$ cat src/rtl/input_conditioner.sv
// rtl/input_conditioner.sv - synchronise, debounce and normalise board inputs into level, pulses and irq.
// Optional auto-repeat of press pulses is built when INPUT_AUTOREPEAT_EN is defined.
module input_conditioner #(
  parameter int CHANNELS        = 4,
  parameter int DEBOUNCE_CYCLES = 1000000,
  parameter int SYNC_STAGES     = 2,
  parameter int ACTIVE_LOW      = 1,
  parameter int REPEAT_DELAY    = 25000000,
  parameter int REPEAT_PERIOD   = 5000000
) (
  input  logic                clock,
  input  logic                reset_n,
  input  logic [CHANNELS-1:0] raw_in,
  input  logic [CHANNELS-1:0] ack_mask,
  output logic [CHANNELS-1:0] level,
  output logic [CHANNELS-1:0] press_pulse,
  output logic [CHANNELS-1:0] release_pulse,
  output logic [CHANNELS-1:0] event_pending,
  output logic                irq
);

  localparam int DEB_W = (DEBOUNCE_CYCLES > 1) ? $clog2(DEBOUNCE_CYCLES) : 1;
  localparam logic [DEB_W-1:0] DEB_MAX = DEB_W'(DEBOUNCE_CYCLES - 1);
  localparam logic [CHANNELS-1:0] INACTIVE = (ACTIVE_LOW != 0) ? '1 : '0;

  if (DEBOUNCE_CYCLES < 1 || SYNC_STAGES < 2 || REPEAT_DELAY < 1 || REPEAT_PERIOD < 1) begin : g_param_err
    $error("input_conditioner: illegal parameter value");
  end

  logic [CHANNELS-1:0] sync_q [SYNC_STAGES];
  logic [CHANNELS-1:0] sync_d [SYNC_STAGES];
  logic [CHANNELS-1:0] s_q, s_d;
  logic [DEB_W-1:0]    cnt_q [CHANNELS];
  logic [DEB_W-1:0]    cnt_d [CHANNELS];
  logic [CHANNELS-1:0] level_q, level_d;
  logic [CHANNELS-1:0] press_q, press_d;
  logic [CHANNELS-1:0] release_q, release_d;
  logic [CHANNELS-1:0] pend_q, pend_d;

`ifdef INPUT_AUTOREPEAT_EN
  localparam int RPT_MAXV = (REPEAT_DELAY > REPEAT_PERIOD) ? REPEAT_DELAY : REPEAT_PERIOD;
  localparam int RPT_W    = (RPT_MAXV > 1) ? $clog2(RPT_MAXV) : 1;
  localparam logic [RPT_W-1:0] DLY_MAX = RPT_W'(REPEAT_DELAY - 1);
  localparam logic [RPT_W-1:0] PER_MAX = RPT_W'(REPEAT_PERIOD - 1);

  logic [RPT_W-1:0]    rpt_q [CHANNELS];
  logic [RPT_W-1:0]    rpt_d [CHANNELS];
  // Set once the initial delay has elapsed; afterwards the period applies.
  logic [CHANNELS-1:0] rpt_phase_q, rpt_phase_d;
`endif

  always_comb begin
    sync_d[0] = raw_in;
    for (int k = 1; k < SYNC_STAGES; k++) begin
      sync_d[k] = sync_q[k-1];
    end
    // Registered normalisation stage; everything downstream is active-high.
    s_d       = sync_q[SYNC_STAGES-1] ^ INACTIVE;
    level_d   = level_q;
    press_d   = '0;
    release_d = '0;
    for (int i = 0; i < CHANNELS; i++) begin
      cnt_d[i] = cnt_q[i];
      if (s_q[i] == level_q[i]) begin
        cnt_d[i] = '0;
      end else if (cnt_q[i] == DEB_MAX) begin
        cnt_d[i]     = '0;
        level_d[i]   = s_q[i];
        press_d[i]   = s_q[i];
        release_d[i] = ~s_q[i];
      end else begin
        cnt_d[i] = cnt_q[i] + DEB_W'(1);
      end
    end
`ifdef INPUT_AUTOREPEAT_EN
    for (int i = 0; i < CHANNELS; i++) begin
      rpt_d[i]       = rpt_q[i];
      rpt_phase_d[i] = rpt_phase_q[i];
      if (level_d[i] != level_q[i] || !level_q[i]) begin
        rpt_d[i]       = '0;
        rpt_phase_d[i] = 1'b0;
      end else if (rpt_q[i] == (rpt_phase_q[i] ? PER_MAX : DLY_MAX)) begin
        rpt_d[i]       = '0;
        rpt_phase_d[i] = 1'b1;
        press_d[i]     = 1'b1;
      end else begin
        rpt_d[i] = rpt_q[i] + RPT_W'(1);
      end
    end
`endif
    // A press landing on the same edge as its ack keeps the flag set.
    pend_d = (pend_q & ~ack_mask) | press_d;
  end

  always_ff @(posedge clock) begin
    if (!reset_n) begin
      for (int k = 0; k < SYNC_STAGES; k++) begin
        sync_q[k] <= INACTIVE;
      end
      for (int i = 0; i < CHANNELS; i++) begin
        cnt_q[i] <= '0;
      end
      s_q       <= '0;
      level_q   <= '0;
      press_q   <= '0;
      release_q <= '0;
      pend_q    <= '0;
    end else begin
      for (int k = 0; k < SYNC_STAGES; k++) begin
        sync_q[k] <= sync_d[k];
      end
      for (int i = 0; i < CHANNELS; i++) begin
        cnt_q[i] <= cnt_d[i];
      end
      s_q       <= s_d;
      level_q   <= level_d;
      press_q   <= press_d;
      release_q <= release_d;
      pend_q    <= pend_d;
    end
  end

`ifdef INPUT_AUTOREPEAT_EN
  always_ff @(posedge clock) begin
    if (!reset_n) begin
      for (int i = 0; i < CHANNELS; i++) begin
        rpt_q[i] <= '0;
      end
      rpt_phase_q <= '0;
    end else begin
      for (int i = 0; i < CHANNELS; i++) begin
        rpt_q[i] <= rpt_d[i];
      end
      rpt_phase_q <= rpt_phase_d;
    end
  end
`endif

  assign level         = level_q;
  assign press_pulse   = press_q;
  assign release_pulse = release_q;
  assign event_pending = pend_q;
  assign irq           = |pend_q;

endmodule

$ cat config.mk
export PLATFORM = sky130hd
export DESIGN_NAME = input_conditioner
export DESIGN_NICKNAME = d
export VERILOG_FILES = /design/src/rtl/input_conditioner.sv
export SDC_FILE = /design/constraint.sdc
export NUM_CORES = 1
export LEC_CHECK = 0
export CAP_MARGIN = 20
export CORE_MARGIN = 3
export CORE_UTILIZATION = 58
export DETAILED_ROUTE_END_ITERATION = 8
export PLACE_DENSITY_LB_ADDON = 0.2
export SLEW_MARGIN = 30
export SYNTH_ARGS = -nofsm -noshare
export SYNTH_HDL_FRONTEND = slang
export SYNTH_SLANG_ARGS = --single-unit
$ cat constraint.sdc
create_clock -name clock -period 3 [get_ports clock]
set_input_delay 0.45 -clock clock [delete_from_list [all_inputs] [get_ports clock]]
set_output_delay 0.45 -clock clock [all_outputs]
set_load 0.02 [all_outputs]
After elaboration in Yosys (flattened, before gate mapping). Memory sizes are Yosys's and may differ from the RTL's. Index checks and enable logic that the tools add are counted.

Register bits: 20. Latch bits: 0. Memory bits (writable): 88. Bits in read-only memories: 0. Input bits: 10. Output and inout port bits: 17. Logic and storage cells: 81. Memories: 2.

Add/sub/neg operators: 4. Multipliers: 0. Divide/modulo/power cells: 0. $lt $le $gt $ge: 0. Equality and inequality tests: 8. Shift operators: 0. Multiplexer cells: 24. Bitwise gates (word level): 23. Reduce and logical (&&, ||, !) cells: 9.

Memories: cnt_q (words 4, bits a word 20, read ports 4, clocked after Yosys merged registers in 0, write ports 4, line 33) `logic [DEB_W-1:0] cnt_q [CHANNELS];`; sync_q (words 2, bits a word 4, read ports 2, clocked after Yosys merged registers in 0, write ports 2, line 30) `logic [CHANNELS-1:0] sync_q [SYNC_STAGES];`.

Operators with widths (number): $mux W20 (12); $add A20 B1 Y20 const B (4); $eq A20 B20 Y1 const B (4); $not A1 Y1 (13); $reduce_or A3 Y1 (4); $mux W1 (10); $mux W4 (2); $not A4 Y4 (2); $reduce_and A2 Y1 (4); $or A1 B1 Y1 (6); $and A4 B4 Y4 (1); $eq A1 B1 Y1 (4); $or A4 B4 Y4 (1); $reduce_or A4 Y1 (1).

Depth between registers and ports, before layout.
Word-level depth: 4. Depth in mapped cells: 8. Gate-level depth less buffers: 5.

Worst setup path before layout. No wires, ideal clock.

Kind: reg-to-reg. Start: mem cnt_q[1][0] (netlist name). End: mem cnt_q[1][12] (netlist name). Library setup time: 0.114 ns. Arrival: 1.784 ns. Required time: 2.886 ns. Path slack: 1.102 ns. Cell stages (with the launch flop): 8. Path buffers: 2. Period minus slack after synthesis: 1.898 ns. Path through: dfxtp_1 -> ha_1 -> and3_1 -> clkbuf_1 -> nand3_1 -> o31ai_4 -> buf_4 -> nor2_1.

RTL lines (line): start, declared (33).

Worst setup path after layout.
Start: reg pend_q[2], in the netlist event_pending[2]. End: out irq.

Cells in the longest elaborated chain, start to end: 1.

Ends and longest elaborated chain: start, declared (line 38) `logic [CHANNELS-1:0] pend_q, pend_d;`; start signal, assigned (line 119) `pend_q <= pend_d;`; $reduce_or A4 Y1 (line 143) `assign irq = |pend_q;`; end, declared (line 19) `output logic irq`.

Every way passes these cells.

==> results.md <==
- The reg-to-reg setup timing slack is 0.80 ns.
- After global routing the overflow that remains totals 0.
- The floorplan step set the die width to 95.2 um.
- The period utilization is 0.753.
- In this run the tightest slew margin relative to its limit is 0.505.
- The Yosys step of the flow raised 0 warnings.
- The startpoint identified for the worst register-to-register timing path is cnt_q[1][0].
- The most critical setup path has its endpoint at irq.
- The synthesized netlist contains 48 unique library cells.
- The xor and xnor fraction of the mapped netlist area is 0.0967.
- The flow ran to the end, and the final reports show no timing, DRC or antenna violations.
- The die covers 9070 um2.
- The cell area power density is 471 nW/um2.
- On the final layout, the worst hold slack is 0.388 ns.
- The TritonCTS clock tree is built.
- The clock buffer count from CTS is 9.
- The number of max-capacitance violations reported is 0.
- The leakage power total is 1.63 nW.
- The DRC violations left is 0.
- The clock network fraction of design power is 0.391.
- The number of H-tree levels is 3.
- The number of hold violations in the final report is 0.
- The simple-gate share of the synthesized area is 0.304.
- Synthesis handed over a netlist of 512 instances.
- The final cell count without fillers is 636.
- The share of cell area taken by muxes after synthesis is 0.00217.
- The number of instances resized during post-cts repair is 0.
- The post-DP HPWL is 6.14 mm.
- The clock transition at the registers of the reported paths is 0.10 ns.
- The count of pins over their slew limit is 0.
- The total area inside the core boundary comes to 7490 um2.
- The switching power is 0.000503 W.
- The actual transition at the worst max-transition pin is 0.743 ns.
- The number of synthesized flops with an enable pin is 0.
- The fraction of final layout cells sized beyond drive strength 1 is 0.0559.
- The post-detailed-route via-to-cell ratio is 5.79.
- The first global-routing pass estimated 15.3 mm of wire.
- The internal power summed over all cells is 0.00192 W.
- Between clock sinks in the finished design, the worst skew comes to 0.0128 ns.
- Pin placement for this block handled 27 I/O pins.
- Timing would allow up to 443 MHz.
- The number of cells on the worst reg-to-reg path is 5.
- IR analysis of the VDD net gives a maximum drop of 0.000323 V.
- The fraction of the mapped netlist area in adder cells is 0.0108.
- Entering global routing, the biggest net connects 20 pins.
- After routing, the total negative slack on setup checks comes to 0 ns.
- The mean area per synthesized cell is 9.02 um2.
- The proportion of synthesized chip area in sequential cells is 0.468.
- Tracing the worst setup path back leads to its startpoint at event_pending[2].
- The net count of the finished layout is 547.
- Setup repair after global routing left no endpoint under its margin.
- The largest family of logic cells by synthesized area is simple AND/OR/NAND/NOR gates.
- The critical path in this run is classified as reg2out.
- The routed layout has 3681 vias.
- The filler cells instantiated in the layout total 593.
- The number of buffers added to fix hold violations after cts is 0.
- Subtracting the final worst setup slack from the clock period gives 2.26 ns.
- The number of port buffers is 26.
- The required time reported for the critical path endpoint is 2.55 ns.
- The initial utilization of the core area, before any placement, comes to 0.617.
- For this run, the leading register cell type out of synthesis is dfxtp_1.
- The synthesized-area fraction occupied by ao, oa, aoi and oai cells was 0.0867.
- Of the total power, combinational logic draws 0.014.
- Once detail routing completed, the nets flagged for antenna violations numbered 0.
- The worst flop-to-flop path endpoint is cnt_q[1][15].
- The first-iteration detailed-routing DRC count is 96.
- The data arrival time at the worst-slack endpoint is 1.81 ns.
- The number of rows in the core area is 31.
- The deepest clock path buffer count is 2.
- Dividing the detail-routed wire length by the instance count gives 13.7 um.
- 0 antenna diodes ended up in the layout.
- At the end of routability-driven placement, the weighted congestion stood at 0.817.
- In the global route stage, overall resource usage came out at 0.208.
- The number of global-route vias before repair is 3500.
- The type of destination of the critical path is an output port.
- The switching power as a share of total power is 0.207.
- The overall routed net length is 8.72 mm.
- Synthesis produced a netlist with a net count of 526.
- CTS saw 108 sinks.
- The initial antenna violation count is 0.
- The number of setup buffers added after CTS is 0.
- Of the total power, registers draw 0.595.
- The proportion of synthesized flip-flops having asynchronous set or reset is 0.
- The overall die height is 95.2 um.
- Clock tree synthesis selected as its root buffer the cell clkbuf_8.
- STA classifies the critical path startpoint as a flip-flop.
- Setup violations remaining at the end of the flow were counted as 0.
- After synthesis the cells add up to 4620 um2.
- The number of iterations in the first detailed-routing pass is 4.
- After synthesis the netlist holds a flip-flop and latch count of 108.
- The tightest min-delay check is of the reg2reg type.
- Once placement completed, the tool counted placed cells totaling 621.
- The highest net fanout along the worst path is 3.
- The latest clock arrival within the worst-skew pair is 0.37 ns.
- Compared with the post-synthesis result, the final layout area differs by 11.5%.
==> synthesized netlist by cell type (all sizes together), types with 2 or more instances <==
cell type,count,area (um2)
a21oi,29,145
inv,14,52.6
or3,14,90.1
nor2,68,255
o31ai,13,111
ha,4,50.1
o21ai,13,65.1
nand3,32,165
and4b,2,20.0
nand2b,11,68.8
nand2,29,109
or4,14,109
nor4,6,37.5
xnor2,16,140
xor2,35,307
a31o,2,17.5
nor4b,5,43.8
nor3b,3,22.5
and2,6,37.5
buf,7,50.1
o21a,2,15.0
nand4b,2,17.5
dfxtp,108,2160
and4,13,114
nand4,20,131
clkbuf,12,45.0
nor3,5,25.0
and3,14,87.6
==> cell type report <==
class	count	area, um2	share of cell area
sequential	108	2160	0.420
multi-input combinational	371	2310	0.450
inverter	14	52.6	0.0102
clock inverter	6	88.8	0.0173
tap	99	124	0.0241
clock buffer	9	124	0.0241
timing repair buffer	29	283	0.0549
==> flip-flops by register name, indices dropped and copies added (netlist names) <==
| register | flops |
|---|---|
| cnt_q | 80 |
| sync_q | 8 |
| event_pending | 4 |
| level | 4 |
| press_pulse | 4 |
| release_pulse | 4 |
| s_q | 4 |
==> power groups by stage <==
stage	Clock, W	Combinational [W]	Sequential [W]
floorplan	0	0.0000181	0.00148
global placement	0	0.0000337	0.00148
detailed placement	0	0.0000346	0.00148
CTS	0.000967	0.0000347	0.00144
global route	0.00103	0.0000380	0.00145
finish	0.000949	0.0000341	0.00144
==> stage by stage <==
step                      power (W)  area (um2)  setup WS, ns  utilization
after floorplan             0.00149        4620          1.10            -
after detailed placement    0.00151        4940         0.833        0.659
after CTS                   0.00245        5150         0.734        0.688
final                       0.00243        5150         0.742        0.688
after global placement      0.00151        4940         0.950        0.659
after global routing        0.00251        5150         0.620        0.688
==> layout by cell type, fill, tap and decap left out, types with 3 or more instances in the layout <==
cell type        synthesis  layout
or4_1                   13      13
and3_1                  14      14
ha_1                     4       4
o31ai_1                 12      11
xnor2_1                 16      16
nand2b_1                11      11
inv_1                   14      14
nand2_1                 29      29
nand4_1                 19      19
nor4_1                   6       6
o21ai_0                 13      13
a21oi_1                 29      29
nand3_1                 31      31
nor2_1                  68      68
nor3b_1                  3       3
dfxtp_1                108     108
xor2_1                  35      35
clkdlybuf4s50_1          0      26
or3_1                   12      12
and2_1                   6       6
buf_4                    1       3
clkbuf_8                 0       9
and4_1                  13      13
nor4b_1                  5       5
nor3_1                   5       5
==> cell families (layout without fill, tap and decap cells) <==
logic type	after synthesis	count (layout)
AND/OR/NAND/NOR	252	252
flip-flops	108	108
AO/OA/AOI/OAI	63	63
XOR/XNOR	51	51
buffers and inverters	33	58
adder cells (fa/ha/maj)	4	4
multiplexers	1	1
==> metal layers <==
layer  track usage  routed length [um]
met4        0.0805                 174
met3        0.0489                 356
met2         0.341                4110
met5             0                   0
met1         0.264                4070
==> how the worst min path moves through the flow <==
stage,from,to,slack (ns),depth (start not counted)
6_report,sync_q[0][4],s_q[0],0.39,1
5_1_grt,sync_q[0][4],s_q[0],0.41,1
4_1_cts,sync_q[0][4],s_q[0],0.39,1
3_5_place_dp,sync_q[0][7],s_q[3],0.37,1
3_3_place_gp,sync_q[0][7],s_q[3],0.36,1
2_1_floorplan,sync_q[0][7],s_q[3],0.36,1
==> critical path, stage by stage, from the launching register on <==
cell and delay [ns]:
dfxtp_1 0.37, or4_1 0.52, clkdlybuf4s50_1 0.56
Power figures use the tool's default switching activity.
